==> src/rtl/arith_pkg.sv <==
// ---------------------------------------------------------------------------
// arith_pkg
// Shared types and constants for the arithmetic datapath (addsub, seq_divider).
//   divState_t        : divider control state, IDLE or RUN
//   DIV_WIDTH_DEFAULT : default operand width of the divider
//   countWidth()      : width of the iteration counter for a given operand width
// ---------------------------------------------------------------------------
package arith_pkg;

  localparam int DIV_WIDTH_DEFAULT = 8;

  typedef enum logic {
    IDLE = 1'b0,
    RUN  = 1'b1
  } divState_t;

  // Counter only has to reach WIDTH-1; keep at least one bit so tiny widths
  // still produce a legal vector.
  function automatic int countWidth(input int width);
    return (width <= 2) ? 1 : $clog2(width);
  endfunction

endpackage

==> src/rtl/div_step.sv <==
// ---------------------------------------------------------------------------
// div_step
// One combinational restoring-division step.
//   rem_in   in  WIDTH  partial remainder before the step (always < divisor)
//   next_bit in  1      next dividend bit shifted into the remainder
//   divisor  in  WIDTH  divisor (non-zero whenever the result is used)
//   rem_out  out WIDTH  partial remainder after the step
//   q_bit    out 1      quotient bit produced by this step
// ---------------------------------------------------------------------------
module div_step
  import arith_pkg::*;
#(
  parameter int WIDTH = DIV_WIDTH_DEFAULT
) (
  input  logic [WIDTH-1:0] rem_in,
  input  logic             next_bit,
  input  logic [WIDTH-1:0] divisor,
  output logic [WIDTH-1:0] rem_out,
  output logic             q_bit
);

  logic [WIDTH:0] w_shifted;
  logic [WIDTH:0] w_trial;

  // Because rem_in < divisor, the shifted value is below 2*divisor, so the
  // WIDTH+1 bit difference never overflows and its MSB is a true sign bit.
  assign w_shifted = {rem_in, next_bit};
  assign w_trial   = w_shifted - {1'b0, divisor};
  assign q_bit     = ~w_trial[WIDTH];

  // Non-negative trial is kept; otherwise the shifted value is restored.
  // Either result fits in WIDTH bits.
  assign rem_out   = q_bit ? w_trial[WIDTH-1:0] : w_shifted[WIDTH-1:0];

endmodule

==> src/rtl/seq_divider.sv <==
// ---------------------------------------------------------------------------
// seq_divider
// Multi-cycle unsigned restoring divider, one quotient bit per clock.
//   clk          in  1      rising-edge clock
//   rst_n        in  1      asynchronous active-low reset
//   start        in  1      request, sampled only while busy=0
//   dividend     in  WIDTH  unsigned dividend, captured on accept
//   divisor      in  WIDTH  unsigned divisor, captured on accept
//   busy         out 1      operation in progress
//   done         out 1      one-cycle pulse, results valid
//   quotient     out WIDTH  held until the next done
//   remainder    out WIDTH  held until the next done
//   div_by_zero  out 1      held with the results
// ---------------------------------------------------------------------------
module seq_divider
  import arith_pkg::*;
#(
  parameter int WIDTH = DIV_WIDTH_DEFAULT
) (
  input  logic             clk,
  input  logic             rst_n,
  input  logic             start,
  input  logic [WIDTH-1:0] dividend,
  input  logic [WIDTH-1:0] divisor,
  output logic             busy,
  output logic             done,
  output logic [WIDTH-1:0] quotient,
  output logic [WIDTH-1:0] remainder,
  output logic             div_by_zero
);

  localparam int              CNT_W      = countWidth(WIDTH);
  localparam logic [CNT_W-1:0] LAST_COUNT = CNT_W'(WIDTH - 1);

  divState_t        r_state;
  divState_t        w_nextState;
  logic [CNT_W-1:0] r_count;
  logic [WIDTH-1:0] r_rem;
  logic [WIDTH-1:0] r_dvd;
  logic [WIDTH-1:0] r_divisor;
  logic [WIDTH-1:0] r_quotient;
  logic [WIDTH-1:0] r_remainder;
  logic             r_divByZero;
  logic             r_done;

  logic             w_accept;
  logic             w_finish;
  logic             w_zeroDiv;
  logic [WIDTH-1:0] w_stepRem;
  logic             w_qBit;

  // The partial remainder and the remaining dividend bits shift as one
  // {rem,dvd} pair; quotient bits enter at the bottom of r_dvd, so after
  // the last step r_dvd holds the full quotient.
  div_step #(
    .WIDTH (WIDTH)
  ) u_step (
    .rem_in   (r_rem),
    .next_bit (r_dvd[WIDTH-1]),
    .divisor  (r_divisor),
    .rem_out  (w_stepRem),
    .q_bit    (w_qBit)
  );

  // Control state register.
  always_ff @(posedge clk or negedge rst_n) begin
    if (!rst_n) begin
      r_state <= IDLE;
    end else begin
      r_state <= w_nextState;
    end
  end

  // Next-state and control decode. A zero divisor finishes on the first
  // RUN cycle without iterating; otherwise the last step is count==WIDTH-1.
  always_comb begin
    w_nextState = r_state;
    w_accept    = 1'b0;
    w_finish    = 1'b0;
    w_zeroDiv   = 1'b0;
    case (r_state)
      IDLE: begin
        if (start) begin
          w_accept    = 1'b1;
          w_nextState = RUN;
        end
      end
      RUN: begin
        if (r_divisor == '0) begin
          w_zeroDiv   = 1'b1;
          w_finish    = 1'b1;
          w_nextState = IDLE;
        end else if (r_count == LAST_COUNT) begin
          w_finish    = 1'b1;
          w_nextState = IDLE;
        end
      end
      default: w_nextState = IDLE;
    endcase
  end

  // Datapath. Result registers load only on the finishing edge, so a new
  // accept leaves the previous results visible until its own done.
  always_ff @(posedge clk or negedge rst_n) begin
    if (!rst_n) begin
      r_count     <= '0;
      r_rem       <= '0;
      r_dvd       <= '0;
      r_divisor   <= '0;
      r_quotient  <= '0;
      r_remainder <= '0;
      r_divByZero <= 1'b0;
      r_done      <= 1'b0;
    end else begin
      r_done <= 1'b0;
      if (w_accept) begin
        r_dvd     <= dividend;
        r_divisor <= divisor;
        r_rem     <= '0;
        r_count   <= '0;
      end else if (r_state == RUN) begin
        if (w_zeroDiv) begin
          // r_dvd has not been shifted yet, so it is still the dividend.
          r_quotient  <= '1;
          r_remainder <= r_dvd;
          r_divByZero <= 1'b1;
          r_done      <= 1'b1;
        end else begin
          r_rem   <= w_stepRem;
          r_dvd   <= {r_dvd[WIDTH-2:0], w_qBit};
          r_count <= r_count + CNT_W'(1);
          if (w_finish) begin
            r_quotient  <= {r_dvd[WIDTH-2:0], w_qBit};
            r_remainder <= w_stepRem;
            r_divByZero <= 1'b0;
            r_done      <= 1'b1;
          end
        end
      end
    end
  end

  assign busy        = (r_state == RUN);
  assign done        = r_done;
  assign quotient    = r_quotient;
  assign remainder   = r_remainder;
  assign div_by_zero = r_divByZero;

endmodule

==> config.mk <==
export PLATFORM = sky130hd
export DESIGN_NAME = seq_divider
export DESIGN_NICKNAME = d
export VERILOG_FILES = /design/src/rtl/arith_pkg.sv /design/src/rtl/div_step.sv /design/src/rtl/seq_divider.sv
export SDC_FILE = /design/constraint.sdc
export NUM_CORES = 1
export LEC_CHECK = 0
export BUFFER_PORTS_ARGS = -buffer_cell sky130_fd_sc_hd__buf_2
export CORE_ASPECT_RATIO = 1.25
export CORE_MARGIN = 2
export CORE_UTILIZATION = 50
export DETAILED_ROUTE_END_ITERATION = 8
export PLACE_DENSITY_LB_ADDON = 0.12
export SLEW_MARGIN = 10
export SYNTH_ARGS = -nofsm -noshare
export SYNTH_HDL_FRONTEND = slang
export SYNTH_SLANG_ARGS = --single-unit
==> constraint.sdc <==
create_clock -name clk -period 2.21 [get_ports clk]
set_clock_uncertainty 0.1 [all_clocks]
set_input_delay 0.221 -clock clk [delete_from_list [all_inputs] [get_ports clk]]
set_output_delay 0.221 -clock clk [all_outputs]
set_load 0.02 [all_outputs]
* Word-level counts from Yosys, hierarchy flattened
Index checks and enable logic that the tools add are counted.
** Word-level totals
- Output and inout port bits :: 19
- Logic and storage cells :: 51
- Register bits :: 46
- Bits of input ports :: 19
** Operators by class
- Bitwise operators :: 3
- Reductions and logical operators :: 5
- Eq/ne operators :: 2
- $add $sub $neg :: 2
- Mux-type cells :: 30
** Operators by type and width (number)
- 8-bit two-way mux :: 11
- 1-bit two-way mux :: 15
- 3-bit two-way mux :: 3
- 9-bit by 8-bit subtractor with 9-bit output :: 1
- 8-bit logical NOT :: 1
- 2-bit nonzero test :: 2
- 3-bit by 1-bit adder with 3-bit output, second input constant :: 1
- 3-bit == test, second input constant :: 1
- 1-bit inverter :: 3
- 3-bit AND reduction :: 1
- 2-bit != test, second input constant :: 1
- 1-bit case mux with 2 select lines :: 1
- 2-bit AND reduction :: 1

* Longest topological paths before layout
Gate-level depths: netlist of run 1.
- Depth after elaboration :: 8
- Mapped depth :: 9
- Depth with buffers taken out :: 9

* Cells and area by module
Synthesis of run 1 repeated with hierarchy kept, for this count alone.
** Unflattened totals
- Cells, all modules :: 253
- Area, all modules :: 2418.6 µm²
** Modules (own cells, without submodules)
- seq_divider :: area an instance 1933.1 µm², instances 1, sequential area each 1151.1 µm², cells an instance 195
- div_step :: area an instance 485.5 µm², instances 1, sequential area each 0.0 µm², cells an instance 58

* Worst setup path after synthesis of run 1
OpenSTA, ideal clock, no wires.
- Kind :: reg-to-reg
- From :: reg r_divisor[0]
- To :: reg r_remainder[0], in the netlist remainder[0]
- Arrival :: 2.163 ns
- Setup time :: 0.074 ns
- Path buffers :: 0
- Period minus slack after synthesis :: 2.337 ns
- Required time :: 2.036 ns
- Setup slack :: -0.127 ns
- Stages on the path, launching flop included :: 9
- Path through :: dfrtp_1 -> ha_1 -> fa_1 -> nor2b_1 -> o31ai_4 -> a22o_4 -> nor2_8 -> mux2_4 -> o21ai_2
** On the way
- Longest elaborated chain between the ends :: 5
- Elaborated cells on any way between the ends :: 11
- Classes of those cells :: 1 x add/sub; 7 x mux; 3 x reduce/logical
** Ends and longest elaborated chain
- from (decl) :: line seq_divider.sv:40 : logic [WIDTH-1:0] r_divisor;
- from (signal assigned) :: line seq_divider.sv:118 : r_divisor <= divisor;
- branches (longest 5 deep; another with 9-bit by 8-bit subtractor with 9-bit output)
- to (signal assigned) :: line seq_divider.sv:125 : r_remainder <= r_dvd;
- to (signal assigned) :: line seq_divider.sv:134 : r_remainder <= w_stepRem;
- to (decl) :: line seq_divider.sv:42 : logic [WIDTH-1:0] r_remainder;
Parallel ways; which one is timed is not known. The select of a mux whose other input is x is not followed.
A chain may end at the register's enable or synchronous reset.

* Worst setup path in the final report of run 1
- From :: reg r_dvd[7]
- To :: reg r_remainder[1], in the netlist remainder[1]
** On the way
- Longest elaborated chain between the ends :: 4
** Ends and longest elaborated chain
- from (decl) :: line seq_divider.sv:39 : logic [WIDTH-1:0] r_dvd;
- from (signal assigned) :: line seq_divider.sv:117 : r_dvd <= dividend;
- from (signal assigned) :: line seq_divider.sv:130 : r_dvd <= {r_dvd[WIDTH-2:0], w_qBit};
- 9-bit by 8-bit subtractor with 9-bit output :: line div_step.sv:28 : assign w_trial = w_shifted - {1'b0, divisor};
- 8-bit two-way mux :: line div_step.sv:33 : assign rem_out = q_bit ? w_trial[WIDTH-1:0] : w_shifted[WIDTH-1:0];
- 8-bit two-way mux :: line seq_divider.sv:132 : if (w_finish) begin
- 8-bit two-way mux :: line seq_divider.sv:122 : if (w_zeroDiv) begin
No other way between the ends. The select of a mux whose other input is x is not followed.

==> metrics, run 1 <==
Max-slew headroom=59.7%; Post-Synthesis Cells=230; EDFF count, synth=0; vias in the first global route=between 1500 and 2000; CP endpoint kind=flop; mapped cell area=2370 um^2; Worst Tran Pin Value=between 0.6 and 0.7 ns; placer congestion estimate=about 0.87; Hold Crit Class=primary input to flop; Util after Layout=63.5%; row cnt=28; Die Height=81.0 um; Hold Startpoint=divisor[6]; ys flop type=dfrtp_1; Register Area=approximately 1200 um^2; run status=complete, but fails checks; largest net degree at the start of global routing=28; Via density=between 5 and 6; Total Wirelength=roughly 5.5 mm; DR WL/cell=between 15 and 20 um; H-tree depth=2; Final Setup Violations=14; ys async rst share=100%; fraction of layout cells with a size suffix above 1=30.9%; f_max=roughly 440 MHz; core box area=~4700 um^2; Post-synth top cells=dfrtp_1 (46), nand2_1 (34), o21ai_0 (18); Critical R2R Launch=r_dvd[7]$_DFFE_PN0P_; NumNets Final=320; CP Max Fanout=8; antenna-violating nets left=0; Remaining Overflow, GRT=0; RSZ-0062 raised after global routing=yes; Yosys reg bits=46; DRC=0; first-pass GRT wire length=between 9 and 10 mm; top cells by area, synth=dfrtp_1 (49%), nand2_1 (5.4%), ha_1 (5.3%); Finished Cell Area=2960 um^2; multi-input logic area=around 1200 um^2; syn nets=260; critical path type=flop to flop; max-slew violation count=0; failing checks=negative setup slack; Num Clock Sinks=46; first drt pass iteration count=4; Synth top area share=48.5%; Clk pin slew, worst setup/hold paths=0.09 ns; post-synthesis sequential area ratio=48.5%; Syn Area/Cell=10.3 um^2; Final Hold Viols=0; area of the die=5310 um^2; fill count=between 400 and 500; Arrival @ worst endpoint=2.42 ns; final worst slack=-0.0786 ns; max cap viols=0; Min Clock Period, post-route=approximately 2.3 ns; area grow syn2layout=24.9%; Tcrit/Tclk final=104%; clock buffer depth=2; Chip Width=approximately 66 um; Syn. warnings=0; worst skew pair latency=roughly 0.30 ns; initial antenna violation count=0; initial core utilization=50.9%; initial DRC count=57; CTS tree=done; IO Count=38; input/output buffers=37; synth unique cells=42; worst setup path start=r_dvd[7]$_DFFE_PN0P_; Ant. Diodes=0; worst path required time=2.34 ns; count leader, synth=dfrtp_1; gr usage total=roughly a quarter; CTS Root Cell=clkbuf_8; routed vias=1933; total CTS buffers=5; critical path launch point type=flop; Synth area leader=dfrtp_1; DPL Wire Length=4.17 mm; Placed Area=2790 um^2
[registers in the layout (all words and copies together) (netlist names)]
signal	flops
busy	1
r_divisor	8
r_count	3
r_rem	8
quotient	8
div_by_zero	1
r_dvd	8
done	1
remainder	8
[final timing paths]
| kind | end | slack, ns | cells after the start |
|---|---|---|---|
| max in group asynchronous | r_rem[5]$_DFFE_PN0P_ | 1.07 | 3 |
| min | r_divisor[6]$_DFFE_PN0P_ | 0.02 | 3 |
| min in group asynchronous | quotient[6]$_DFFE_PN0P_ | 0.36 | 2 |
| max reg2reg | remainder[1]$_DFFE_PN0P_ | -0.08 | 9 |
| max | remainder[1]$_DFFE_PN0P_ | -0.08 | 9 |
| min reg2reg | div_by_zero$_DFFE_PN0P_ | 0.38 | 1 |
[cells in the final DEF, fill, tap and decap left out, types with 4 or more instances in the layout]
| master | synthesis | layout |
|---|---|---|
| a21oi_1 | 4 | 4 |
| a22oi_1 | 15 | 15 |
| buf_2 | 2 | 37 |
| buf_4 | 0 | 23 |
| clkbuf_8 | 0 | 5 |
| dfrtp_1 | 46 | 46 |
| ha_1 | 10 | 9 |
| inv_1 | 11 | 10 |
| mux2i_1 | 5 | 4 |
| nand2_1 | 34 | 34 |
| nand3_1 | 13 | 13 |
| nor2_1 | 6 | 6 |
| o21ai_0 | 18 | 15 |
| o21ai_1 | 8 | 11 |
| o21ai_2 | 5 | 4 |
| o22a_1 | 8 | 8 |
[metrics by stage]
| stage | hold slack, ns | std cells | setup slack, ns | TNS, ns |
|---|---|---|---|---|
| final | 0.0198 | 351 | -0.0786 | -0.457 |
| after global routing | 0.0155 | 351 | -0.179 | -2.35 |
| after CTS | 0.0214 | 351 | -0.0777 | -0.536 |
| after detailed placement | 0.161 | 340 | -0.136 | -1.34 |
| after global placement | 0.155 | 340 | -0.0398 | -0.128 |
| after floorplan | -0.175 | 230 | -0.00485 | -0.00971 |
[metal layers]
metal	share of wire (%)	up-vias	routed length (um)	GRT usage, %
li1	-	945	-	-
met1	45	938	2450	31.0
met2	50	42	2720	40.2
met3	3.6	8	197	3.60
met4	2.0	0	110	8.13
met5	0	-	0	0
[critical path, stage by stage (launching register included)]
cell	delay [ns]
dfrtp_1	0.38
inv_2	0.06
ha_4	0.16
fa_2	0.36
nor2b_4	0.15
o31ai_4	0.08
a22o_4	0.26
nor2_8	0.18
mux2_4	0.34
o21ai_2	0.13
[logic make-up after synthesis]
| family | count (synthesis) | synth area share, % |
|---|---|---|
| AND/OR/NAND/NOR | 72 | 14.9 |
| adder cells (fa/ha/maj) | 11 | 6.12 |
| buffers and inverters | 21 | 3.43 |
| XOR/XNOR | 3 | 1.11 |
| flip-flops | 46 | 48.5 |
| multiplexers | 7 | 3.38 |
| AO/OA/AOI/OAI | 70 | 22.5 |
[repair_timing]
action / in CTS / in global routing
gates resized for setup: 4 / 5
endpoints found under the hold margin: 25 / 0
setup endpoints to repair: 16 / 25
pin swaps: 2 / 0
setup buffers: 2 / 0
hold buffers: 1 / 0
[final cells by class]
type                    instances  share of cell area [%]
clock inverters                 2                    1.27
well taps                      60                    2.54
inverters                      12                    1.65
clock buffers                   6                    2.45
multi-input cells             163                    40.1
repair buffers                 62                    13.1
flip-flops and latches         46                    38.9
Power of run 1 is not shown: default switching activity piles up to over one toggle a cycle in this logic, so the estimate is an artifact.
==> run 2, diff against run 1 <==
--- a/config.mk
+++ b/config.mk
@@ -8,10 +8,11 @@
 export BUFFER_PORTS_ARGS = -buffer_cell sky130_fd_sc_hd__buf_2
 export CORE_ASPECT_RATIO = 1.25
 export CORE_MARGIN = 2
-export CORE_UTILIZATION = 50
+export CORE_UTILIZATION = 51
 export DETAILED_ROUTE_END_ITERATION = 8
 export PLACE_DENSITY_LB_ADDON = 0.12
 export SLEW_MARGIN = 10
 export SYNTH_ARGS = -nofsm -noshare
 export SYNTH_HDL_FRONTEND = slang
+export SYNTH_HIERARCHICAL = 1
 export SYNTH_SLANG_ARGS = --single-unit
==> run 2 against run 1 <==
Compared with the run above: the run still ends with negative setup slack left; via count is 11% higher; die area about the same; critical path depth grew 3; synthesized area is 2.0% higher; non-clock buffer count rose by 22; wire length rose by 16%; largest cell class unchanged.
==> metrics, run 2 <==
run status=complete, but fails checks; failing checks=negative setup slack; IO Count=38; critical path launch point type=flop; top cells by area, synth=dfrtp_1 (48%), nand2_1 (11%), nand3_1 (5.8%); DRC=0; Syn Area/Cell=9.56 um^2; final worst slack=-0.307 ns; Post-Synthesis Cells=253; routed vias=2149; CTS Root Cell=clkbuf_8; vias in the first global route=approximately 2200; Die Height=between 80 and 90 um; Syn. warnings=6; Synth top area share=47.6%; Arrival @ worst endpoint=around 2.6 ns; Via density=around 5.4; Num Clock Sinks=46; Tcrit/Tclk final=114%; reg-to-reg endpoint=remainder[5]$_DFFE_PN0P_; critical path type=flop to flop; area grow syn2layout=36.0%; syn nets=283; Min Clock Period, post-route=2.52 ns; Hold Startpoint=divisor[6]; Worst Tran Pin Value=approximately 0.57 ns; count leader, synth=nand2_1; antenna-violating nets left=0; max-slew violation count=0; NumNets Final=364; hold path depth=3; Remaining Overflow, GRT=0; Worst Hold End=r_divisor[6]$_DFFE_PN0P_; Ant. Diodes=0; CP endpoint kind=flop; worst skew pair latency=between 0.3 and 0.4 ns; max cap viols=0; CTS tree=done; worst path required time=2.31 ns; clock buffer depth=2; ys async rst share=100%; Final Hold Viols=0; depth of the most critical reg-to-reg path=12; input/output buffers=37; initial DRC count=115; H-tree depth=2; fraction of layout cells with a size suffix above 1=42.4%; row cnt=28; placer congestion estimate=0.849; commonest non-fill, non-tap cell in the layout=nand2_1; post-synthesis sequential area ratio=47.6%; first-pass GRT wire length=between 10 and 15 mm; Synth area leader=dfrtp_1; Post-synth top cells=nand2_1 (74), dfrtp_1 (46), nand3_1 (28); CP Max Fanout=4; mapped cell area=2420 um^2; most frequent cells in the layout=nand2_1 (61), dfrtp_1 (46), buf_4 (42), buf_2 (37), nand3_1 (27); Hold Crit Class=primary input to flop; f_max=397 MHz; EDFF count, synth=0; area of the die=5310 um^2; worst setup path start=r_dvd[7]$_DFFE_PN0P_; Total Wirelength=6.37 mm; total CTS buffers=5; initial core utilization=51.9%; Final Setup Violations=17; Clk pin slew, worst setup/hold paths=approximately 0.09 ns; initial antenna violation count=0; Critical R2R Launch=r_dvd[7]$_DFFE_PN0P_; RSZ-0062 raised after global routing=yes; Yosys reg bits=46; Chip Width=~66 um; DR WL/cell=16.1 um; R2R setup slack=-0.31 ns; Place WS=-0.350 ns; ys flop type=dfrtp_1; largest net degree at the start of global routing=47; core box area=4660 um^2; gr usage total=26.9%; synth unique cells=42; DPL Wire Length=about 4.5 mm; first drt pass iteration count=4; Max-slew headroom=about three fifths
[run 2: cell count changes after synthesis, moves of 3 or more]
| cell | previous run | this run |
|---|---|---|
| nor2_1 | 6 | 3 |
| o22ai_1 | 0 | 9 |
| o21ai_0 | 18 | 4 |
| nand3_1 | 13 | 28 |
| a22oi_1 | 15 | 8 |
| nand2_1 | 34 | 74 |
| mux2i_1 | 5 | 1 |
| o21ai_2 | 5 | 1 |
| o22a_1 | 8 | 0 |
| o21ai_1 | 8 | 0 |
| a2bb2oi_1 | 0 | 8 |
| mux2_2 | 0 | 7 |
[run 2: area by class of cell]
cell class,count,area [um^2]
multi-input cells,188,1360
clock inverters,2,37.5
fillers,346,1370
repair buffers,84,554
well taps,60,75.1
clock buffers,6,72.6
flip-flops and latches,46,1150
inverters,9,33.8
[run 2: metal layers]
layer  track usage (%)  vias up  routed length (um)
li1                  -     1046                   -
met1              31.0     1029                2540
met2              49.9       61                3390
met3              4.71       13                 235
met4              9.17        0                 196
met5                 0        -                   0
[run 2: worst max-delay path by stage]
stage / to / slack [ns] / cells after the start
final: remainder[5]$_DFFE_PN0P_ / -0.31 / 12
after global routing: remainder[6]$_DFFE_PN0P_ / -0.43 / 12
after CTS: remainder[0]$_DFFE_PN0P_ / -0.27 / 11
after detailed placement: remainder[2]$_DFFE_PN0P_ / -0.35 / 12
after global placement: remainder[7]$_DFFE_PN0P_ / -0.28 / 12
after floorplan: remainder[1]$_DFFE_PN0P_ / -0.31 / 11
[run 2: logic make-up after synthesis]
group	after synthesis	synth area share (%)
compound gates	43	13.5
mux	9	4.14
flops	46	47.6
fa+ha+maj	11	6.00
buf+inv	19	3.31
simple gates	120	22.9
xor+xnor	5	2.59
[run 2: worst max-delay path, cell delays in order, from the launching register on]
cell,delay [ns]
dfrtp_1,0.40
inv_2,0.09
ha_4,0.13
inv_2,0.03
fa_2,0.33
a21o_1,0.19
a21oi_4,0.19
o31ai_4,0.09
xor2_4,0.21
buf_6,0.16
mux2_4,0.31
o22ai_2,0.11
a2bb2oi_2,0.07
[run 2: repair_timing]
item                                   in CTS  in global routing
hold buffers                                2                  0
setup endpoints to repair                  17                 18
setup buffers                               2                  2
pin swaps                                   9                  3
cloned                                      0                  0
gates resized for setup                    22                 14
endpoints found under the hold margin      47                  0
[run 2: per-stage QoR]
stage	hold slack (ns)	util, %	TNS [ns]	instance area, um^2	cells
final	0.00386	70.6	-4.36	3290	395
after floorplan	-0.175	-	-4.01	2450	253
after global placement	0.242	64.0	-3.73	2980	382
after global routing	0.0164	70.6	-6.26	3290	395
after CTS	0.000219	69.2	-3.66	3220	394
after detailed placement	0.247	64.0	-4.80	2980	382
Power of run 2 is left out for the same reason.
